### src/rtl/modbus_req_ctrl.sv
// Modbus RTU slave request sequencer: latches a received frame, waits for the CRC verdict,
// decodes function 0x03/0x06, drives the register file and streams the response words out.
module modbus_req_ctrl #(
    parameter logic [15:0] REG_NUM = 16'd16,
    parameter logic [15:0] MAX_RD  = 16'd16
) (
    input  logic        clk_in,
    input  logic        rst_in,
    input  logic        rx_message_done,
    input  logic [7:0]  func_code,
    input  logic [15:0] addr,
    input  logic [15:0] data,
    input  logic [15:0] crc_rx_code,
    output logic        crc_start,
    input  logic        crc_done,
    input  logic [15:0] crc_calc,
    output logic        reg_rd_en,
    output logic        reg_wr_en,
    output logic [15:0] reg_addr,
    output logic [15:0] reg_wdata,
    input  logic [15:0] reg_rdata,
    output logic        tx_start,
    output logic [7:0]  tx_func,
    output logic [7:0]  tx_exc,
    output logic [7:0]  tx_len,
    output logic [15:0] tx_word,
    output logic        tx_word_valid,
    input  logic        tx_word_ready,
    input  logic        tx_done,
    output logic        busy,
    output logic [7:0]  crc_err_cnt
);

    typedef enum logic [3:0] {
        S_IDLE,
        S_CRC_WAIT,
        S_DECODE,
        S_RD_REQ,
        S_RD_DATA,
        S_RD_PUSH,
        S_WR,
        S_WR_HDR,
        S_WR_PUSH,
        S_WAIT_TX
    } state_t;

    state_t      state;
    logic [7:0]  lat_func;
    logic [15:0] lat_addr;
    logic [15:0] lat_data;
    logic [15:0] lat_crc;
    logic [15:0] word_idx;
    logic [15:0] idx_next;
    logic [7:0]  dec_exc;

    function automatic logic [7:0] sat_inc8(input logic [7:0] v);
        return (v == 8'hFF) ? v : v + 8'd1;
    endfunction

    // Range check is done on 17 bits so addr+count cannot wrap past the map.
    function automatic logic [7:0] rd_exc(input logic [15:0] a, input logic [15:0] c);
        if (c == 16'd0 || c > MAX_RD)
            return 8'h03;
        else if (({1'b0, a} + {1'b0, c}) > {1'b0, REG_NUM})
            return 8'h02;
        else
            return 8'h00;
    endfunction

    always_comb begin
        dec_exc = 8'h00;
        case (lat_func)
            8'h03:   dec_exc = rd_exc(lat_addr, lat_data);
            8'h06:   dec_exc = (lat_addr >= REG_NUM) ? 8'h02 : 8'h00;
            default: dec_exc = 8'h01;
        endcase
    end

    assign idx_next = word_idx + 16'd1;

    always_ff @(posedge clk_in or posedge rst_in) begin
        if (rst_in) begin
            state         <= S_IDLE;
            lat_func      <= 8'h00;
            lat_addr      <= 16'h0000;
            lat_data      <= 16'h0000;
            lat_crc       <= 16'h0000;
            word_idx      <= 16'h0000;
            crc_start     <= 1'b0;
            reg_rd_en     <= 1'b0;
            reg_wr_en     <= 1'b0;
            reg_addr      <= 16'h0000;
            reg_wdata     <= 16'h0000;
            tx_start      <= 1'b0;
            tx_func       <= 8'h00;
            tx_exc        <= 8'h00;
            tx_len        <= 8'h00;
            tx_word       <= 16'h0000;
            tx_word_valid <= 1'b0;
            busy          <= 1'b0;
            crc_err_cnt   <= 8'h00;
        end else begin
            crc_start <= 1'b0;
            reg_rd_en <= 1'b0;
            reg_wr_en <= 1'b0;
            tx_start  <= 1'b0;
            case (state)
                S_IDLE: begin
                    if (rx_message_done) begin
                        lat_func  <= func_code;
                        lat_addr  <= addr;
                        lat_data  <= data;
                        lat_crc   <= crc_rx_code;
                        crc_start <= 1'b1;
                        busy      <= 1'b1;
                        state     <= S_CRC_WAIT;
                    end
                end
                S_CRC_WAIT: begin
                    if (crc_done) begin
                        if (crc_calc != lat_crc) begin
                            crc_err_cnt <= sat_inc8(crc_err_cnt);
                            busy        <= 1'b0;
                            state       <= S_IDLE;
                        end else begin
                            state <= S_DECODE;
                        end
                    end
                end
                S_DECODE: begin
                    if (dec_exc != 8'h00) begin
                        tx_start <= 1'b1;
                        tx_func  <= lat_func | 8'h80;
                        tx_exc   <= dec_exc;
                        tx_len   <= 8'd1;
                        state    <= S_WAIT_TX;
                    end else if (lat_func == 8'h03) begin
                        // Header and first read strobe leave together; words follow.
                        tx_start  <= 1'b1;
                        tx_func   <= 8'h03;
                        tx_exc    <= 8'h00;
                        tx_len    <= {lat_data[6:0], 1'b0};
                        reg_rd_en <= 1'b1;
                        reg_addr  <= lat_addr;
                        word_idx  <= 16'h0000;
                        state     <= S_RD_REQ;
                    end else begin
                        reg_wr_en <= 1'b1;
                        reg_addr  <= lat_addr;
                        reg_wdata <= lat_data;
                        state     <= S_WR;
                    end
                end
                S_RD_REQ: begin
                    state <= S_RD_DATA;
                end
                S_RD_DATA: begin
                    tx_word       <= reg_rdata;
                    tx_word_valid <= 1'b1;
                    state         <= S_RD_PUSH;
                end
                S_RD_PUSH: begin
                    if (tx_word_ready) begin
                        tx_word_valid <= 1'b0;
                        word_idx      <= idx_next;
                        if (idx_next == lat_data) begin
                            state <= S_WAIT_TX;
                        end else begin
                            reg_rd_en <= 1'b1;
                            reg_addr  <= lat_addr + idx_next;
                            state     <= S_RD_REQ;
                        end
                    end
                end
                S_WR: begin
                    tx_start <= 1'b1;
                    tx_func  <= 8'h06;
                    tx_exc   <= 8'h00;
                    tx_len   <= 8'd4;
                    state    <= S_WR_HDR;
                end
                S_WR_HDR: begin
                    tx_word       <= lat_addr;
                    tx_word_valid <= 1'b1;
                    word_idx      <= 16'h0000;
                    state         <= S_WR_PUSH;
                end
                S_WR_PUSH: begin
                    // Echo is two words: address first, then the written value.
                    if (tx_word_ready) begin
                        if (word_idx == 16'h0000) begin
                            tx_word  <= lat_data;
                            word_idx <= 16'h0001;
                        end else begin
                            tx_word_valid <= 1'b0;
                            state         <= S_WAIT_TX;
                        end
                    end
                end
                S_WAIT_TX: begin
                    if (tx_done) begin
                        busy  <= 1'b0;
                        state <= S_IDLE;
                    end
                end
                default: begin
                    busy  <= 1'b0;
                    state <= S_IDLE;
                end
            endcase
        end
    end

endmodule

### config.mk
export PLATFORM = sky130hd
export DESIGN_NAME = modbus_req_ctrl
export DESIGN_NICKNAME = d
export VERILOG_FILES = /design/src/rtl/modbus_req_ctrl.sv
export SDC_FILE = /design/constraint.sdc
export NUM_CORES = 1
export LEC_CHECK = 0
export ABC_AREA = 0
export BUFFER_PORTS_ARGS = -buffer_cell sky130_fd_sc_hd__clkbuf_2
export CORE_ASPECT_RATIO = 1.5
export CORE_UTILIZATION = 47
export CTS_CLUSTER_DIAMETER = 200
export DETAILED_ROUTE_END_ITERATION = 7
export GPL_TIMING_DRIVEN = 0
export HOLD_SLACK_MARGIN = 0.05
export PLACE_DENSITY = 0.72
export SKIP_LAST_GASP = 1
export SLEW_MARGIN = 20
export SYNTH_ARGS = -nofsm -noshare
export SYNTH_HDL_FRONTEND = slang
export SYNTH_SLANG_ARGS = --single-unit
### constraint.sdc
create_clock -name clk_in -period 4.4 [get_ports clk_in]
set_clock_uncertainty 0.05 [all_clocks]
set_input_delay 0.22 -clock clk_in [delete_from_list [all_inputs] [get_ports clk_in]]
set_output_delay 0.22 -clock clk_in [all_outputs]
set_load 0.005 [all_outputs]
Yosys cells after proc, flatten, opt, wreduce, memory -nomap -nowiden. Index checks and enable logic that the tools add are counted.

Output and inout port bits: 86. Bits in registers: 162. Input bits: 94.

Order comparisons: 3. Mux-type cells: 58. Reductions and logical operators: 22. Eq/ne operators: 26. Bitwise operators: 4. Add/subtract/negate cells: 4.

Operators by type and width (count): two-way mux 16 bit (10); case mux 16 bit (4 select lines) (1); case mux 8 bit (2 select lines) (4); two-way mux 8 bit (6); case mux 16 bit (3 select lines) (1); case mux 4 bit (10 select lines) (1); logical NOT 16 bit (2); two-way mux 4 bit (8); case mux 16 bit (2 select lines) (1); inequality test 2 bit (second input constant) (11); adder 16 x 16 -> 17 bit (1); > comparator 17 x 5 -> 1 bit (second input constant) (1); two-way mux 1 bit (17); adder 16 x 1 -> 16 bit (second input constant) (1); adder 16 bit (1); == test 16 bit (1); == test 4 x 3 -> 1 bit (second input constant) (4); greater-or-equal comparator 16 x 5 -> 1 bit (second input constant) (1); > comparator 16 x 5 -> 1 bit (second input constant) (1); inequality test 16 bit (1); AND reduction 4 bit (3); AND reduction 6 bit (2); adder 8 x 1 -> 8 bit (second input constant) (1); == test 4 x 2 -> 1 bit (second input constant) (2); 23 further kinds (35).

Depth between registers and ports, before layout.
Depth in word-level cells: 8. Gate-level depth with buffers: 16.

Worst setup path after synthesis. Ideal clock, no wire load.

Path kind: register to register. From: register lat_data[0]. To: register reg_addr[0]. Slack: 776 ps. Arrival time: 3449 ps. Required time: 4225 ps. Cell stages (with the launch flop): 14. Cells stage by stage: dfrtp_1 > ha_1 > fa_1 > xor2_1 > or3_1 > o221ai_1 > o21ai_0 > a31oi_1 > o2111ai_1 > or4b_4 > o21ba_4 > o21ai_4 > buf_12 > mux2_4.

Cells in the longest elaborated chain, start to end: 8. Elaborated cells on any way between the ends: 13. Classes of those cells: add/sub: 1; order compare: 2; eq/ne: 3; mux: 3; reduce/logical: 4.

Ends and longest elaborated chain: start, declared (line 50) `logic [15:0] lat_data;`; start signal, assigned (line 112) `lat_data <= data;`; adder 16 x 16 -> 17 bit (line 64) `else if (({1'b0, a} + {1'b0, c}) > {1'b0, REG_NUM})`; > comparator 17 x 5 -> 1 bit (line 64); two-way mux 2 bit (line 64); two-way mux 2 bit (line 62) `if (c == 16'd0 || c > MAX_RD)`; case mux 8 bit (2 select lines) (line 72) `case (lat_func)`; nonzero test 8 bit (line 131) `if (dec_exc != 8'h00) begin`; inequality test 2 bit (no line); AND reduction 4 bit (no line) (*); end signal, assigned (line 144) `reg_addr <= lat_addr;`; end signal, assigned (line 149) `reg_addr <= lat_addr;`; end signal, assigned (line 170) `reg_addr <= lat_addr + idx_next;`; end, declared (line 19) `output logic [15:0] reg_addr,`.

Every way passes the cells marked *; elsewhere a longest branch is shown, timed or not. A chain may end at the register's enable or synchronous reset.

Final worst setup path.
From: register lat_data[0]. To: register reg_addr[14].

Same word-level chain as after synthesis.

==> impl_results.md <==
- Number of antenna violations at the first check in global routing: 0
- Final Hold Fails: 0
- Crit-path max FO: 10
- FF+latch count, synth: around 160
- Setup violators final: 0
- Crit. Startpoint: lat_data[0]
- Final hold slack: ~0.21 ns
- Root buffer cell: clkbuf_16
- Actual slew at the worst max-slew pin: slightly above 0.9 ns
- Unrepaired setup endpoints after global routing: false
- # IOs: between 150 and 200
- Number of global-route vias before repair: approximately 9100
- # resized after CTS: 0
- Predominant post-synthesis flop cell: dfrtp_1
- Die ar.: a little over 0.02 mm²
- Die W: roughly 120 µm
- Clk buf depth: 2
- RR Endpoint: reg_addr[14]
- Final wirelength: around 29 mm
- Power per cell area: between 500 and 600 mW/mm²
- Unique cell type count in the Yosys netlist: 85
- Initial DRC Count: between 500 and 600
- Post-synth ARST share: 1.00
- Clock Sinks: about 160
- First drt pass iteration count: 7
- Reg clk slew, reported paths: 0.06 ns
- DP Cell Count: ~1500
- TNS Setup: 0 ns
- Area after DPL: approximately 0.011 mm²
- Syn. warnings: 0
- Non-filler instance count after layout: around 1600
- Cells on worst reg2reg path: 13
- Drt wl/cell: ~19 µm
- IO buf count: ~170
- Area Growth Syn to Fin: 27.7%
- Critical path arrival: around 4.5 ns
- Worst vdd ir: ~0.38 mV
- Final worst-path cycle share: 0.962
- Core box area: between 0.015 and 0.02 mm²
- Slew HR: 0.377
- Gp weighted congestion: between 0.9 and 1
- Leak: about 5.8 nW
- Layout fillers: about 1600
- Largest net degree at the start of global routing: 34
- Post-CTS setup buffer count: 0
- Critical path endpoint category: flop
- Nets: approximately 1400
- Max Clk Rate: roughly 240 MHz
- Final Util: 0.615
- Diode count: 0
- Critical path endpoint: reg_addr[14]
- Total gr overflow: 0
- Status: finished clean
- Skew-Pair Late Insertion Delay: approximately 0.44 ns
- Syn Inst Count: 1035
- Total GRT Usage: 0.304
- DR vias: 8978
- Inserted Clock Buffers: 17
- H-tree depth: 4
- HPWL after DPL: between 20 and 25 mm
- Max-slew violations: 0
- Final min period: ~4.2 ns
- DR vias/cell: 5.70
- Remaining DRCs: 0
- Die Ht: roughly 170 µm
- Sequential share of the synthesized area: 0.418
- Worst hold path type: input pin to asynchronous set/reset pin
- TritonCTS clock tree: yes
- R2R Setup Slk: approximately 0.17 ns
- Syn avg cell area: ~9.0 µm²
- CP Launch Type: flop
- Reg-to-Reg Start: lat_data[0]
- Rows: 62
- Post-Layout Inst Area: between 0.01 and 0.015 mm²
- Post-synthesis cell area: 0.00927 mm²
- EDFF count, synth: 0
- CP required: ~4.7 ns
- Post-route ant nets: 0
- Max Cap Violations: 0
- Starting Density: 0.482
- Share of layout cells above drive strength 1: 0.214
- WS Path Type: flop to flop
- First-pass GRT wire length: 46.5 mm
==> worst min path at each step <==
| stage | to | slack (ns) | cells past startpoint |
|---|---|---|---|
| after floorplan | lat_addr[0] | 0.28 | 2 |
| after global placement | lat_crc[1] | 0.36 | 3 |
| after detailed placement | reg_addr[12] | 0.10 | 2 |
| after CTS | state[2] | 0.19 | 4 |
| after global routing | reg_addr[12] | 0.24 | 3 |
| final | reg_addr[12] | 0.21 | 3 |
==> layout make-up <==
class                   count  area (µm²)  share of cell area
plain buffers              56         282              0.0238
clock buffers              20         437              0.0369
clock inverters             9        92.6             0.00782
inverters                  26         101             0.00856
multi-input cells         803        5030               0.425
flip-flops and latches    155        3880               0.328
well taps                 256         320              0.0271
repair buffers            251        1700               0.143
==> metrics by stage <==
step	worst slack, ns	total power [mW]
detailed placement	0.233	5.44
finish	0.168	6.92
global placement	0.303	5.37
CTS	0.190	6.88
floorplan	0.776	4.41
global route	0.0113	7.40
==> cells in the final DEF, fill, tap and decap left out, drive strengths merged, types with 4 or more instances in the layout <==
master and n:
nor3 16, and2 7, nand4 7, o21a 5
conb 6, a22o 9, nor4 20, dlygate4sd3 73
or3 7, dfrtp 155, a211oi 9, buf 27
xor2 33, nand2 256, mux2 36, ha 34
clkbuf 227, o211ai 5, xnor2 33, o31ai 6
and3 9, nor2b 7, a31oi 20, a22oi 17
nand3 26, clkinvlp 4, nand2b 12, o22ai 5
mux2i 5, a21o 6, a21oi 29, nor3b 4
inv 27, nor2 54, or4 4, o21ai 67
==> registers in the layout (all words and copies together), names as in the netlist, 2 cells and up <==
register and flops:
lat_addr 16, tx_len 8, state 4, lat_data 16
tx_word 16, word_idx 16, reg_wdata 16, tx_exc 2
lat_func 8, lat_crc 16, crc_err_cnt 8, reg_addr 16
tx_func 7
==> cell usage after synthesis, types with 3 or more instances <==
library cell	count	area (µm²)
and2_1	7	43.8
a22o_1	9	78.8
nand2_1	255	957
a211oi_1	9	67.6
and3_1	9	56.3
a31oi_1	20	125
o22ai_1	5	31.3
nand4_1	7	43.8
buf_4	7	52.6
a22oi_1	17	128
nor2b_1	7	43.8
a21o_1	6	45.0
o21a_1	5	37.5
nor4_1	18	113
xor2_1	33	289
a311oi_1	3	26.3
buf_2	10	50.1
o21ai_0	64	320
a21oi_1	29	145
nand3_1	25	125
nand3b_1	3	22.5
o31ai_1	6	45.0
xnor2_1	33	289
clkbuf_1	33	124
o211ai_1	5	37.5
nor3b_1	4	30.0
mux2_2	26	293
or3_1	7	43.8
ha_1	34	425
or4_1	4	30.0
nand2b_1	12	75.1
mux2_4	10	150
dfrtp_1	155	3880
nor3_1	13	65.1
inv_1	24	90.1
nor2_1	53	199
mux2i_1	5	50.1
==> routing by layer <==
| metal | track usage | part of all wire | up-vias | wire length [µm] |
|---|---|---|---|---|
| met3 | 0.0526 | 0.057 | 108 | 1670 |
| met2 | 0.510 | 0.50 | 410 | 14700 |
| li1 | - | - | 4177 | - |
| met1 | 0.348 | 0.38 | 4283 | 11200 |
| met4 | 0.201 | 0.062 | 0 | 1810 |
| met5 | 0 | 0 | - | 0 |
==> cell families after synthesis <==
group / after synthesis / synth area share
xor gates and xnor gates: 67 / 0.0648
muxes: 41 / 0.0532
buffers and inverters: 82 / 0.0409
AOI/OAI and AO/OA: 211 / 0.151
other: 1 / 0.000405
adders and majority gates: 36 / 0.0502
DFF: 155 / 0.418
and+or+nand+nor: 442 / 0.221
==> where the power goes <==
part	leakage (nW)	switching (mW)	total [mW]	internal [mW]
sequential	1.99	0.632	2.50	1.87
combinational	3.52	1.71	3.05	1.33
clock	0.249	0.601	1.37	0.772
==> what timing repair did <==
item,in CTS,in global routing
endpoints found under the hold margin,137,0
hold buffers,73,0
setup endpoints to repair,0,0
==> critical path, cell delays in order, from the launching register on <==
cell	delay, ns
dfrtp_1	0.55
ha_1	0.31
fa_1	0.42
xor2_1	0.18
or3_1	0.34
o221ai_1	0.16
o21ai_0	0.12
a31oi_1	0.19
o2111ai_1	0.14
or4b_4	0.57
o21ba_4	0.24
o21ai_4	0.33
buf_12	0.20
mux2_4	0.30
Note: power is estimated with default switching activity, not from simulation.
